===== src/rtl/io_uart_port_if.sv =====
// CPU-side I/O port bundle for io_uart_port: address, write data, write strobe and read data.
// The CPU drives through the master modport and the UART answers through the slave modport.
interface io_uart_port_if;
   logic [7:0]  ioAdrs;
   logic [15:0] ioOut;
   logic        ioWe;
   logic [15:0] ioIn;

   modport master (output ioAdrs, output ioOut, output ioWe, input ioIn);
   modport slave  (input ioAdrs, input ioOut, input ioWe, output ioIn);
endinterface


===== src/rtl/io_uart_port.sv =====
// Memory-mapped UART: 8-entry TX FIFO feeding a serial shifter, plus status and RX data ports.
// The receive path is built only when the macro IO_UART_RX_EN is defined.
module io_uart_port #(
   parameter int CLKS_PER_BIT = 434,
   parameter int FIFO_DEPTH   = 8
) (
   input  logic             clk,
   input  logic             rst_n,
   io_uart_port_if.slave    bus,
   input  logic             rxd,
   output logic             txd,
   output logic             txBusy
);

   localparam logic [15:0] BAUD_LAST = 16'(CLKS_PER_BIT - 1);
   localparam logic [3:0]  FIFO_FULL = 4'(FIFO_DEPTH);

   typedef enum logic [1:0] {TX_IDLE, TX_START, TX_DATA, TX_STOP} tx_state_t;

   logic        we_q;
   logic        write_fire;
   logic        wr_port0;
   logic        wr_port1;
   logic        wr_port2;

   logic [7:0]  fifo_mem [0:7];
   logic [2:0]  wr_ptr;
   logic [2:0]  rd_ptr;
   logic [3:0]  count;
   logic        tx_full;
   logic        tx_empty;
   logic        push;
   logic        tx_pop;
   logic        tx_ovf;

   tx_state_t   tx_state;
   logic [15:0] tx_baud;
   logic        tx_baud_done;
   logic [2:0]  tx_bit_idx;
   logic [7:0]  tx_shreg;

   logic [7:0]  rx_data;
   logic        rx_valid;
   logic        rx_ovr;
   logic [15:0] status;
   logic        unused_bits;

   // A held strobe must only count once, so writes fire on the rising edge of ioWe.
   always_ff @(posedge clk or negedge rst_n) begin
      if (!rst_n) begin
         we_q <= 1'b0;
      end else begin
         we_q <= bus.ioWe;
      end
   end

   assign write_fire = bus.ioWe & ~we_q;
   assign wr_port0   = write_fire && (bus.ioAdrs == 8'h00);
   assign wr_port1   = write_fire && (bus.ioAdrs == 8'h01);
   assign wr_port2   = write_fire && (bus.ioAdrs == 8'h02);

   assign tx_full      = (count == FIFO_FULL);
   assign tx_empty     = (count == 4'd0);
   assign tx_baud_done = (tx_baud == BAUD_LAST);

   // Fullness is judged before any same-cycle pop, so a write to a full FIFO always drops.
   assign push   = wr_port0 && !tx_full;
   assign tx_pop = !tx_empty &&
                   ((tx_state == TX_IDLE) || ((tx_state == TX_STOP) && tx_baud_done));

   always_ff @(posedge clk) begin
      if (push) begin
         fifo_mem[wr_ptr] <= bus.ioOut[7:0];
      end
   end

   always_ff @(posedge clk or negedge rst_n) begin
      if (!rst_n) begin
         wr_ptr <= 3'd0;
         rd_ptr <= 3'd0;
         count  <= 4'd0;
         tx_ovf <= 1'b0;
      end else begin
         if (push) begin
            wr_ptr <= wr_ptr + 3'd1;
         end
         if (tx_pop) begin
            rd_ptr <= rd_ptr + 3'd1;
         end
         case ({push, tx_pop})
            2'b10:   count <= count + 4'd1;
            2'b01:   count <= count - 4'd1;
            default: count <= count;
         endcase
         if (wr_port0 && tx_full) begin
            tx_ovf <= 1'b1;
         end else if (wr_port1 && bus.ioOut[3]) begin
            tx_ovf <= 1'b0;
         end
      end
   end

   // txd is registered and updated together with the state so each level lasts a full bit.
   always_ff @(posedge clk or negedge rst_n) begin
      if (!rst_n) begin
         tx_state   <= TX_IDLE;
         tx_baud    <= 16'd0;
         tx_bit_idx <= 3'd0;
         tx_shreg   <= 8'd0;
         txd        <= 1'b1;
      end else begin
         case (tx_state)
            TX_IDLE: begin
               tx_baud <= 16'd0;
               if (tx_pop) begin
                  tx_shreg <= fifo_mem[rd_ptr];
                  tx_state <= TX_START;
                  txd      <= 1'b0;
               end else begin
                  txd <= 1'b1;
               end
            end
            TX_START: begin
               if (tx_baud_done) begin
                  tx_baud    <= 16'd0;
                  tx_bit_idx <= 3'd0;
                  tx_state   <= TX_DATA;
                  txd        <= tx_shreg[0];
               end else begin
                  tx_baud <= tx_baud + 16'd1;
               end
            end
            TX_DATA: begin
               if (tx_baud_done) begin
                  tx_baud <= 16'd0;
                  if (tx_bit_idx == 3'd7) begin
                     tx_state <= TX_STOP;
                     txd      <= 1'b1;
                  end else begin
                     tx_bit_idx <= tx_bit_idx + 3'd1;
                     tx_shreg   <= {1'b0, tx_shreg[7:1]};
                     txd        <= tx_shreg[1];
                  end
               end else begin
                  tx_baud <= tx_baud + 16'd1;
               end
            end
            TX_STOP: begin
               if (tx_baud_done) begin
                  tx_baud <= 16'd0;
                  if (tx_pop) begin
                     tx_shreg <= fifo_mem[rd_ptr];
                     tx_state <= TX_START;
                     txd      <= 1'b0;
                  end else begin
                     tx_state <= TX_IDLE;
                     txd      <= 1'b1;
                  end
               end else begin
                  tx_baud <= tx_baud + 16'd1;
               end
            end
            default: begin
               tx_state <= TX_IDLE;
               tx_baud  <= 16'd0;
               txd      <= 1'b1;
            end
         endcase
      end
   end

   assign txBusy = (tx_state != TX_IDLE) || !tx_empty;

`ifdef IO_UART_RX_EN
   localparam logic [15:0] BAUD_HALF = 16'(CLKS_PER_BIT / 2 - 1);

   typedef enum logic [1:0] {RX_IDLE, RX_START, RX_DATA, RX_STOP} rx_state_t;

   rx_state_t   rx_state;
   logic [15:0] rx_baud;
   logic [2:0]  rx_bit_idx;
   logic [7:0]  rx_shreg;
   logic        rx_s1;
   logic        rx_s2;
   logic        rx_prev;

   // Completion is assigned after the CPU clear so a same-cycle new byte keeps rxValid set.
   always_ff @(posedge clk or negedge rst_n) begin
      if (!rst_n) begin
         rx_s1      <= 1'b1;
         rx_s2      <= 1'b1;
         rx_prev    <= 1'b1;
         rx_state   <= RX_IDLE;
         rx_baud    <= 16'd0;
         rx_bit_idx <= 3'd0;
         rx_shreg   <= 8'd0;
         rx_data    <= 8'd0;
         rx_valid   <= 1'b0;
         rx_ovr     <= 1'b0;
      end else begin
         rx_s1   <= rxd;
         rx_s2   <= rx_s1;
         rx_prev <= rx_s2;
         if (wr_port2) begin
            rx_valid <= 1'b0;
         end
         if (wr_port1 && bus.ioOut[4]) begin
            rx_ovr <= 1'b0;
         end
         case (rx_state)
            RX_IDLE: begin
               rx_baud <= 16'd0;
               if (rx_prev && !rx_s2) begin
                  rx_state <= RX_START;
               end
            end
            RX_START: begin
               if (rx_baud == BAUD_HALF) begin
                  rx_baud    <= 16'd0;
                  rx_bit_idx <= 3'd0;
                  rx_state   <= rx_s2 ? RX_IDLE : RX_DATA;
               end else begin
                  rx_baud <= rx_baud + 16'd1;
               end
            end
            RX_DATA: begin
               if (rx_baud == BAUD_LAST) begin
                  rx_baud  <= 16'd0;
                  rx_shreg <= {rx_s2, rx_shreg[7:1]};
                  if (rx_bit_idx == 3'd7) begin
                     rx_state <= RX_STOP;
                  end else begin
                     rx_bit_idx <= rx_bit_idx + 3'd1;
                  end
               end else begin
                  rx_baud <= rx_baud + 16'd1;
               end
            end
            RX_STOP: begin
               if (rx_baud == BAUD_LAST) begin
                  rx_baud  <= 16'd0;
                  rx_state <= RX_IDLE;
                  if (rx_s2) begin
                     rx_data  <= rx_shreg;
                     rx_valid <= 1'b1;
                     if (rx_valid && !wr_port2) begin
                        rx_ovr <= 1'b1;
                     end
                  end
               end else begin
                  rx_baud <= rx_baud + 16'd1;
               end
            end
            default: begin
               rx_state <= RX_IDLE;
               rx_baud  <= 16'd0;
            end
         endcase
      end
   end
`else
   assign rx_data  = 8'd0;
   assign rx_valid = 1'b0;
   assign rx_ovr   = 1'b0;
`endif

   assign status = {4'h0, count, 2'b00, txBusy, rx_ovr, tx_ovf, rx_valid, tx_full, tx_empty};

   always_comb begin
      bus.ioIn = 16'h0000;
      case (bus.ioAdrs)
         8'h01:   bus.ioIn = status;
         8'h02:   bus.ioIn = {8'h00, rx_data};
         default: bus.ioIn = 16'h0000;
      endcase
   end

   assign unused_bits = ^{bus.ioOut[15:8], rxd};

endmodule


===== src/flat_wrapper.sv =====
// flat-port wrapper written by rule: the top's interface ports become plain ports
module io_uart_port_flat 
#(
   parameter int CLKS_PER_BIT = 434,
   parameter int FIFO_DEPTH   = 8
)
  (clk, rst_n, rxd, txd, txBusy, bus_ioAdrs, bus_ioOut, bus_ioWe, bus_ioIn);
  io_uart_port_if bus_i ();
  input  logic clk;
  input  logic rst_n;
  input  logic rxd;
  output logic txd;
  output logic txBusy;
  input wire logic [$bits(bus_i.ioAdrs)-1:0] bus_ioAdrs;
  input wire logic [$bits(bus_i.ioOut)-1:0] bus_ioOut;
  input wire logic [$bits(bus_i.ioWe)-1:0] bus_ioWe;
  output wire logic [$bits(bus_i.ioIn)-1:0] bus_ioIn;
  assign bus_i.ioAdrs = bus_ioAdrs;
  assign bus_i.ioOut = bus_ioOut;
  assign bus_i.ioWe = bus_ioWe;
  assign bus_ioIn = bus_i.ioIn;
  io_uart_port #(.CLKS_PER_BIT(CLKS_PER_BIT), .FIFO_DEPTH(FIFO_DEPTH)) u_core (.clk(clk), .rst_n(rst_n), .bus(bus_i), .rxd(rxd), .txd(txd), .txBusy(txBusy));
endmodule

===== config.mk =====
export PLATFORM = sky130hd
export DESIGN_NAME = io_uart_port_flat
export DESIGN_NICKNAME = d
export VERILOG_FILES = /design/src/rtl/io_uart_port_if.sv /design/src/rtl/io_uart_port.sv /design/src/flat_wrapper.sv
export SDC_FILE = /design/constraint.sdc
export NUM_CORES = 1
export LEC_CHECK = 0
export BUFFER_PORTS_ARGS = -buffer_cell sky130_fd_sc_hd__buf_2
export CORE_UTILIZATION = 59
export CTS_CLUSTER_DIAMETER = 50
export DETAILED_ROUTE_END_ITERATION = 12
export GPL_ROUTABILITY_DRIVEN = 0
export GPL_TIMING_DRIVEN = 0
export HOLD_SLACK_MARGIN = 0.08
export PLACE_DENSITY = 0.79
export SETUP_SLACK_MARGIN = 0.3
export SYNTH_ARGS = -nofsm -noshare
export SYNTH_HDL_FRONTEND = slang
export SYNTH_SLANG_ARGS = --single-unit

===== constraint.sdc =====
create_clock -name clk -period 3.69 [get_ports clk]
set_clock_uncertainty 0.15 [all_clocks]
set_input_delay 0.1845 -clock clk [delete_from_list [all_inputs] [get_ports clk]]
set_output_delay 0.1845 -clock clk [all_outputs]
set_load 0.02 [all_outputs]

==> results of run 1 <==
[final timing paths]
check | cells past startpoint | endpoint | startpoint
min in group asynchronous | 2 | u_core.we_q | rst_n
max in group asynchronous | 2 | u_core.tx_bit_idx[0] | rst_n
setup / recovery | 14 | u_core.count[2] | u_core.tx_baud[1]
hold / removal | 6 | u_core.wr_ptr[1] | bus_ioAdrs[1]
hold reg to reg | 2 | u_core.txd | u_core.txd
setup reg to reg | 14 | u_core.count[2] | u_core.tx_baud[1]
[registers in the layout, indices dropped and copies added (netlist names)]
register           cells
u_core.fifo_mem       64
u_core.tx_baud        16
u_core.tx_shreg        8
u_core.count           4
u_core.rd_ptr          3
u_core.tx_bit_idx      3
u_core.wr_ptr          3
u_core.tx_state        2
u_core.tx_ovf          1
u_core.txd             1
u_core.we_q            1
[cell usage after synthesis (all sizes together)]
| cell | count | area (µm²) |
|---|---|---|
| o31ai | 5 | 37.54 |
| o21ai | 10 | 50.05 |
| nor4b | 2 | 23.77 |
| mux4 | 16 | 360.4 |
| a31o | 1 | 8.760 |
| nand2b | 3 | 18.77 |
| a311oi | 1 | 8.760 |
| dfstp | 1 | 26.28 |
| ha | 15 | 187.7 |
| nor4 | 6 | 52.55 |
| and3 | 2 | 12.51 |
| a211oi | 1 | 7.510 |
| mux2 | 5 | 67.56 |
| a31oi | 5 | 31.28 |
| xor2 | 11 | 96.34 |
| buf | 17 | 122.6 |
| edfxtp | 64 | 1922 |
| a22o | 3 | 26.28 |
| a41o | 1 | 10.01 |
| a21oi | 15 | 78.83 |
| o32ai | 1 | 16.27 |
| or3 | 4 | 25.02 |
| o22ai | 2 | 18.77 |
| o211ai | 4 | 30.03 |
| a222oi | 6 | 60.06 |
| nor2b | 3 | 18.77 |
| conb | 1 | 3.750 |
| inv | 13 | 48.80 |
| nor3 | 8 | 45.04 |
| dfrtp | 41 | 1026 |
| a32oi | 1 | 8.760 |
| or4 | 1 | 11.26 |
| nand2 | 23 | 88.84 |
| and4 | 1 | 8.760 |
| nor2 | 21 | 78.83 |
| and2 | 6 | 38.79 |
| mux2i | 2 | 20.02 |
| xnor2 | 9 | 78.83 |
| nand4 | 4 | 31.28 |
| nand3 | 6 | 30.03 |
| nand4b | 1 | 8.760 |
| clkbuf | 5 | 18.77 |
[cell families (layout without fill, tap and decap cells)]
family | Yosys count | after routing | share of synthesized area [%]
other | 1 | 8 | 0.07709
DFF | 106 | 106 | 61.14
adders and majority gates | 15 | 15 | 3.858
buffers and inverters | 35 | 93 | 3.909
muxes | 23 | 23 | 9.208
xor gates and xnor gates | 20 | 20 | 3.601
AOI/OAI and AO/OA | 56 | 56 | 8.077
and+or+nand+nor | 91 | 91 | 10.13
[per-stage QoR]
step / hold slack, ns / total power [mW] / area [µm²]
3_5_place_dp: 0.1659 / 2.760 / 5172
6_report: 0.1535 / 3.455 / 5514
4_1_cts: 0.1481 / 3.479 / 5497
3_3_place_gp: 0.1626 / 2.721 / 5159
2_1_floorplan: -0.2611 / 2.492 / 4891
5_1_grt: 0.1791 / 3.667 / 5514
[routing by layer]
metal / global-route usage [%] / up-vias
met2: 37.87 / 67
met5: 0 / -
li1: - / 1413
met3: 5.419 / 13
met4: 7.179 / 0
met1: 27.79 / 1429
[worst max-delay path, cell delays in order, from the launching register on]
cell	delay [ns]
dfrtp_1	0.42
inv_1	0.06
ha_1	0.15
nor4b_2	0.27
a41o_1	0.20
buf_2	0.19
o211ai_1	0.21
inv_2	0.15
ha_1	0.27
xor2_1	0.10
ha_1	0.18
a21oi_1	0.14
xor2_1	0.16
nor2_1	0.07
xor2_1	0.14
[placed cells by master, fill, tap and decap left out, drive strengths merged, types with 8 or more instances in the layout]
cell | synthesis | routed
a21oi | 15 | 15
xor2 | 11 | 11
mux4 | 16 | 16
ha | 15 | 15
nand2 | 23 | 23
buf | 17 | 46
nor2 | 21 | 21
xnor2 | 9 | 9
edfxtp | 64 | 64
nor3 | 8 | 8
dlygate4sd3 | 0 | 12
o21ai | 10 | 10
conb | 1 | 8
inv | 13 | 16
clkbuf | 5 | 15
dfrtp | 41 | 41
[where the power goes]
part / internal, mW / leakage [nW] / switching (mW)
logic: 0.585 / 0.942 / 0.662
clock network: 0.270 / 0.0994 / 0.444
registers: 1.39 / 1.11 / 0.105
[layout make-up]
cell class	count	area, µm²	area share (%)
plain buffers	22	141.4	2.564
clock inverters	7	80.08	1.452
clock buffers	9	123.9	2.246
flip-flops and latches	106	2974	53.94
well taps	102	127.6	2.314
multi-input cells	213	1743	31.61
repair buffers	42	275.3	4.992
inverters	13	48.80	0.8850
==> results.yml, run 1 <==
worst_setup_path:
  reg2reg_slack_ns: 0.70
  crit_required_ns: 3.80
  start_kind: "flop"
  cp-end-kind: "flop"
  critPathMaxFanout: 9
  critPathArrivalTime_ns: 3.10
  path_class: "reg -> reg"
drt:
  wirelength_um: 8810
  ant_nets: 0
  routed.top_layer: "met4"
  wl_per_cell_um: 17.14
  drt_iter0_markers: 141
  viasPerCell: 5.685
  vias: 2922
  dr.pass1.iters: 6
  drc: 0
  route.met3.wl_um: 341
  met2_length_um: 4489
  route.layer.met1.wl_um: 3854
clock_tree:
  clockBufferDepth: 2
  numCtsBuffers: 9
  insertion_delay_ns: 0.38
  cts_tree: "built"
  cts_resized: 0
  cts_setup_buffers: 0
  cts-root-buf: "clkbuf_8"
  cts_hold_buf: 12
  clkSinkCount: 106
  clk_pin_slew_ns: 0.12
  cts.htree.levels: 3
run:
  cap_violations: 0
placed_design:
  dp_hpwl_um: 6024
  dp_cells: 485
  io_buffer_count: 28
  place_ws_ns: 0.5437
floorplanning:
  die_h_um: 92.81
  ios: 46
  core-area_mm2: 0.007848
  core.rowCount: 32
  die_w_um: 92.81
  start_util_pct: 61.99
  die_area_mm2: 0.008613
synth:
  synth_cell_types: 55
  syn_area_mm2: 0.004865
  avgSynthCellArea_um2: 14.02
  syn_inst: 347
  yosysWarningCount: 0
  postSynthRegisterBits: 106
  seq_area_frac_synth_pct: 61.14
global_routing:
  grt_max_degree: 43
  grt.overflow.total: 0
  grt_pass1_wl_um: 14120
  grt.total_usage_pct: 22.17
  grt_pass1_vias: 2871
  antenna_found_initial: 0
power_and_ir_drop:
  ir_worst_vdd_uv: 394.3
  power_leakage_nw: 2.150
  power_density_mw_per_mm2: 626.6
sta:
  worst_pin_slew_ns: 1.245
  rsz0062_at_grt: "no"
  worst_slack_ns: 0.7039
  setup_viol: 0
  slew_violations: 0
  fmax_mhz: 334.9
  finalCritPeriodShare_pct: 80.92
  period_minus_slack_ns: 2.986
  hold_violations: 0
  tns_ns: 0
  maxSlewHeadroom_pct: 16.39
worst_hold_path:
  hp-class: "in -> reg"
final_layout:
  layout.filler_cells: 558
  drive_above_1_share_pct: 24.27
  instances_no_fill: 514
  antennaDiodeCount: 0
  fin_util_pct: 70.26
  fin_nets: 450
  areaGrowthSynthToFinish_pct: 13.35
run_status:
  status: "completed"
Power figures use the tool's default switching activity.
==> run 2, diff against run 1 <==
--- a/config.mk
+++ b/config.mk
@@ -5,6 +5,7 @@
 export SDC_FILE = /design/constraint.sdc
 export NUM_CORES = 1
 export LEC_CHECK = 0
+export ABC_AREA = 1
 export BUFFER_PORTS_ARGS = -buffer_cell sky130_fd_sc_hd__buf_2
 export CORE_UTILIZATION = 59
 export CTS_CLUSTER_DIAMETER = 50
==> constraint.sdc (replaced) <==
create_clock -name clk -period 3.1 [get_ports clk]
set_clock_uncertainty 0.15 [all_clocks]
set_input_delay 0.155 -clock clk [delete_from_list [all_inputs] [get_ports clk]]
set_output_delay 0.155 -clock clk [all_outputs]
set_load 0.02 [all_outputs]
==> results.yml, run 2 <==
power_and_ir_drop:
  p_int_mw: 1.864
  power_leakage_nw: 2.512
  power_density_mw_per_mm2: 426.5
  power_frac_seq_pct: 61.2
  swShare_pct: 24.16
  p_sw_mw: 0.5939
  ir_worst_vdd_uv: 329.4
  comb_power_share_pct: 3.1
  clkPwrFrac_pct: 35.7
final_layout:
  instances_no_fill: 714
  drive_above_1_share_pct: 14.78
  final_cell_area_mm2: 0.005764
  antennaDiodeCount: 0
  layout_common_cells: "nand2_1 (168), edfxtp_1 (64), nand3_1 (61)"
  top_register: "u_core.fifo_mem"
  fin_nets: 647
  final_common_cell: "nand2_1"
  largest_reg_flops: 64
  largestRegisters: "u_core.fifo_mem x64, u_core.tx_baud x16, u_core.tx_shreg x8"
  areaGrowthSynthToFinish_pct: 13.45
placed_design:
  placed_area_mm2: 0.005379
  io_buffer_count: 28
  dp_cells: 681
  place_ws_ns: 0.2711
  dp_hpwl_um: 7126
sta:
  rsz0062_at_grt: "yes"
  worst_pin_slew_ns: 0.9602
  hold_violations: 0
  worst_slack_ns: 0.4840
  finalCritPeriodShare_pct: 84.39
  maxSlewHeadroom_pct: 35.98
  fmax_mhz: 382.3
  tns_ns: 0
  period_minus_slack_ns: 2.616
  setup_viol: 0
  worst_hold_slack_ns: 0.1213
  slew_violations: 0
worst_setup_path:
  path_buf_inv: 3
  critPathMaxFanout: 8
  max_stage_delay_ns: 0.43
  reg2reg_slack_ns: 0.48
  r2r_start: "u_core.tx_state[0]"
  path_class: "reg -> reg"
  cp-end-kind: "flop"
  crit_required_ns: 3.23
  start_kind: "flop"
  critPathSlowestCell: "dfrtp_2"
  worst_r2r_path_depth: 12
  crit_chain: "inv_1 -> ha_1 -> clkbuf_2 -> or2_2 -> nand3_4 -> inv_4 -> ha_2 -> xor2_2 -> ha_1 -> a21oi_1 -> xnor2_1 -> o21ai_1"
  timing.rr.end: "u_core.count[2]"
  crit_path_frequent_cell: "ha_1"
  critPathArrivalTime_ns: 2.74
  crit_family: "adder cells"
clock_tree:
  cts.htree.levels: 3
  cts_tree: "built"
  clockBufferDepth: 2
  cts-root-buf: "clkbuf_8"
  numCtsBuffers: 9
  clk_pin_slew_ns: 0.12
  clkSinkCount: 106
  insertion_delay_ns: 0.38
drt:
  drt_iter0_markers: 224
  drc: 0
  viasPerCell: 5.413
  wl_per_cell_um: 14.85
  ant_nets: 0
  dr.pass1.iters: 5
  wirelength_um: 10600
  vias: 3865
synth:
  synth_top_area_share_pct: 37.82
  seq_area_frac_synth_pct: 58.53
  async_flop_share_pct: 39.62
  synth.most_common_cell: "nand2_1"
  syn_inst: 541
  synth_commonest_cells: "nand2_1 (168), edfxtp_1 (64), nand3_1 (61), nor2_1 (49), dfrtp_1 (41)"
  synthTopCellsByArea: "edfxtp_1 (38%), dfrtp_1 (20%), nand2_1 (12%), nand3_1 (6.0%), ha_1 (3.7%)"
  synth_edf_count: 64
  postSynthRegisterBits: 106
  syn_area_mm2: 0.005081
  ys.flop_type: "edfxtp_1"
  avgSynthCellArea_um2: 9.392
  yosysWarningCount: 0
  synth_cell_types: 35
  yosysTopAreaCell: "edfxtp_1"
worst_hold_path:
  min_from: "bus_ioAdrs[0]"
  min_path_cells: 6
  holdPathEnd: "u_core.wr_ptr[0]"
  hp-class: "in -> reg"
global_routing:
  grt_pass1_wl_um: 16950
  grt_pass1_vias: 3682
  grt.overflow.total: 0
  grt_max_degree: 43
  grt.total_usage_pct: 25.42
  antenna_found_initial: 0
floorplanning:
  start_util_pct: 61.53
  die_area_mm2: 0.008987
  core.rowCount: 33
  core-area_mm2: 0.008258
  die_h_um: 94.80
  die_w_um: 94.80
  ios: 46
run:
  cap_violations: 0
run_status:
  status: "completed"
-- run 2: cell count changes after synthesis, sizes merged, moves of 7 or more --
cell,before,now
nand2,23,176
nand3,6,62
nor2,21,54
inv,13,43
mux4,16,0
o21ai,10,20
xor2,11,4
-- run 2: layout make-up --
type	count	area (µm²)
sequential	106	2975
fill	628	2494
clock buffer	9	123.9
timing repair buffer	45	305.3
multi-input combinational	374	1846
inverter	45	171.4
clock inverter	7	81.33
buffer	23	130.1
tap	105	131.4
-- run 2: kinds of logic after synthesis --
group                    count (synthesis)  share of synthesized area (%)
XOR/XNOR                                 8                          1.379
AO/OA/AOI/OAI                           35                          3.767
flip-flops                             106                          58.53
AND/OR/NAND/NOR                        308                          26.69
buffers and inverters                   68                          5.861
other                                    1                        0.07380
adder cells (fa/ha/maj)                 15                          3.694
-- run 2: metrics by stage --
| step | utilization, % | power [mW] |
|---|---|---|
| after floorplan | - | 1.563 |
| after global placement | 65.14 | 1.595 |
| after detailed placement | 65.14 | 1.597 |
| after CTS | 69.45 | 2.469 |
| after global routing | 69.80 | 2.525 |
| final | 69.80 | 2.458 |
-- run 2: how the worst max path moves through the flow --
stage                             from  cells after the start              end  slack (ns)
finish              u_core.tx_state[0]                     12  u_core.count[2]        0.48
CTS                 u_core.tx_state[0]                     12  u_core.count[2]        0.33
floorplan           u_core.tx_state[0]                     12  u_core.count[2]        0.63
global placement    u_core.tx_state[0]                     12  u_core.count[2]        0.38
global route         u_core.tx_baud[1]                     17  u_core.count[3]        0.29
detailed placement  u_core.tx_state[1]                     13  u_core.count[2]        0.27
-- run 2: repair_timing --
action | 4_1_cts | 5_1_grt
pin swaps | 0 | 0
endpoints found under the setup margin | 2 | 2
resized for setup | 1 | 6
endpoints found under the hold margin | 109 | 0
hold buffers | 15 | 0
buffers inserted | 0 | 2
-- run 2: per-layer routing --
| metal | global-route usage [%] | share of wire, % | up-vias |
|---|---|---|---|
| met4 | 7.955 | 1.6 | 0 |
| met5 | 0 | 0 | - |
| li1 | - | - | 1886 |
| met2 | 45.32 | 51 | 123 |
| met1 | 30.77 | 42 | 1835 |
| met3 | 5.314 | 5.5 | 21 |
-- run 2: worst min-delay path, delay by kind of cell --
kind	cells	cell delay, ns
buf+inv	1	0.09
simple gates	5	0.39
-- run 2: power by group through the flow --
stage	registers [mW]	clock network (mW)	logic, mW
floorplan	1.53	0	0.0282
global placement	1.53	0	0.0605
detailed placement	1.53	0	0.0623
CTS	1.50	0.891	0.0743
global route	1.51	0.935	0.0847
finish	1.50	0.878	0.0757
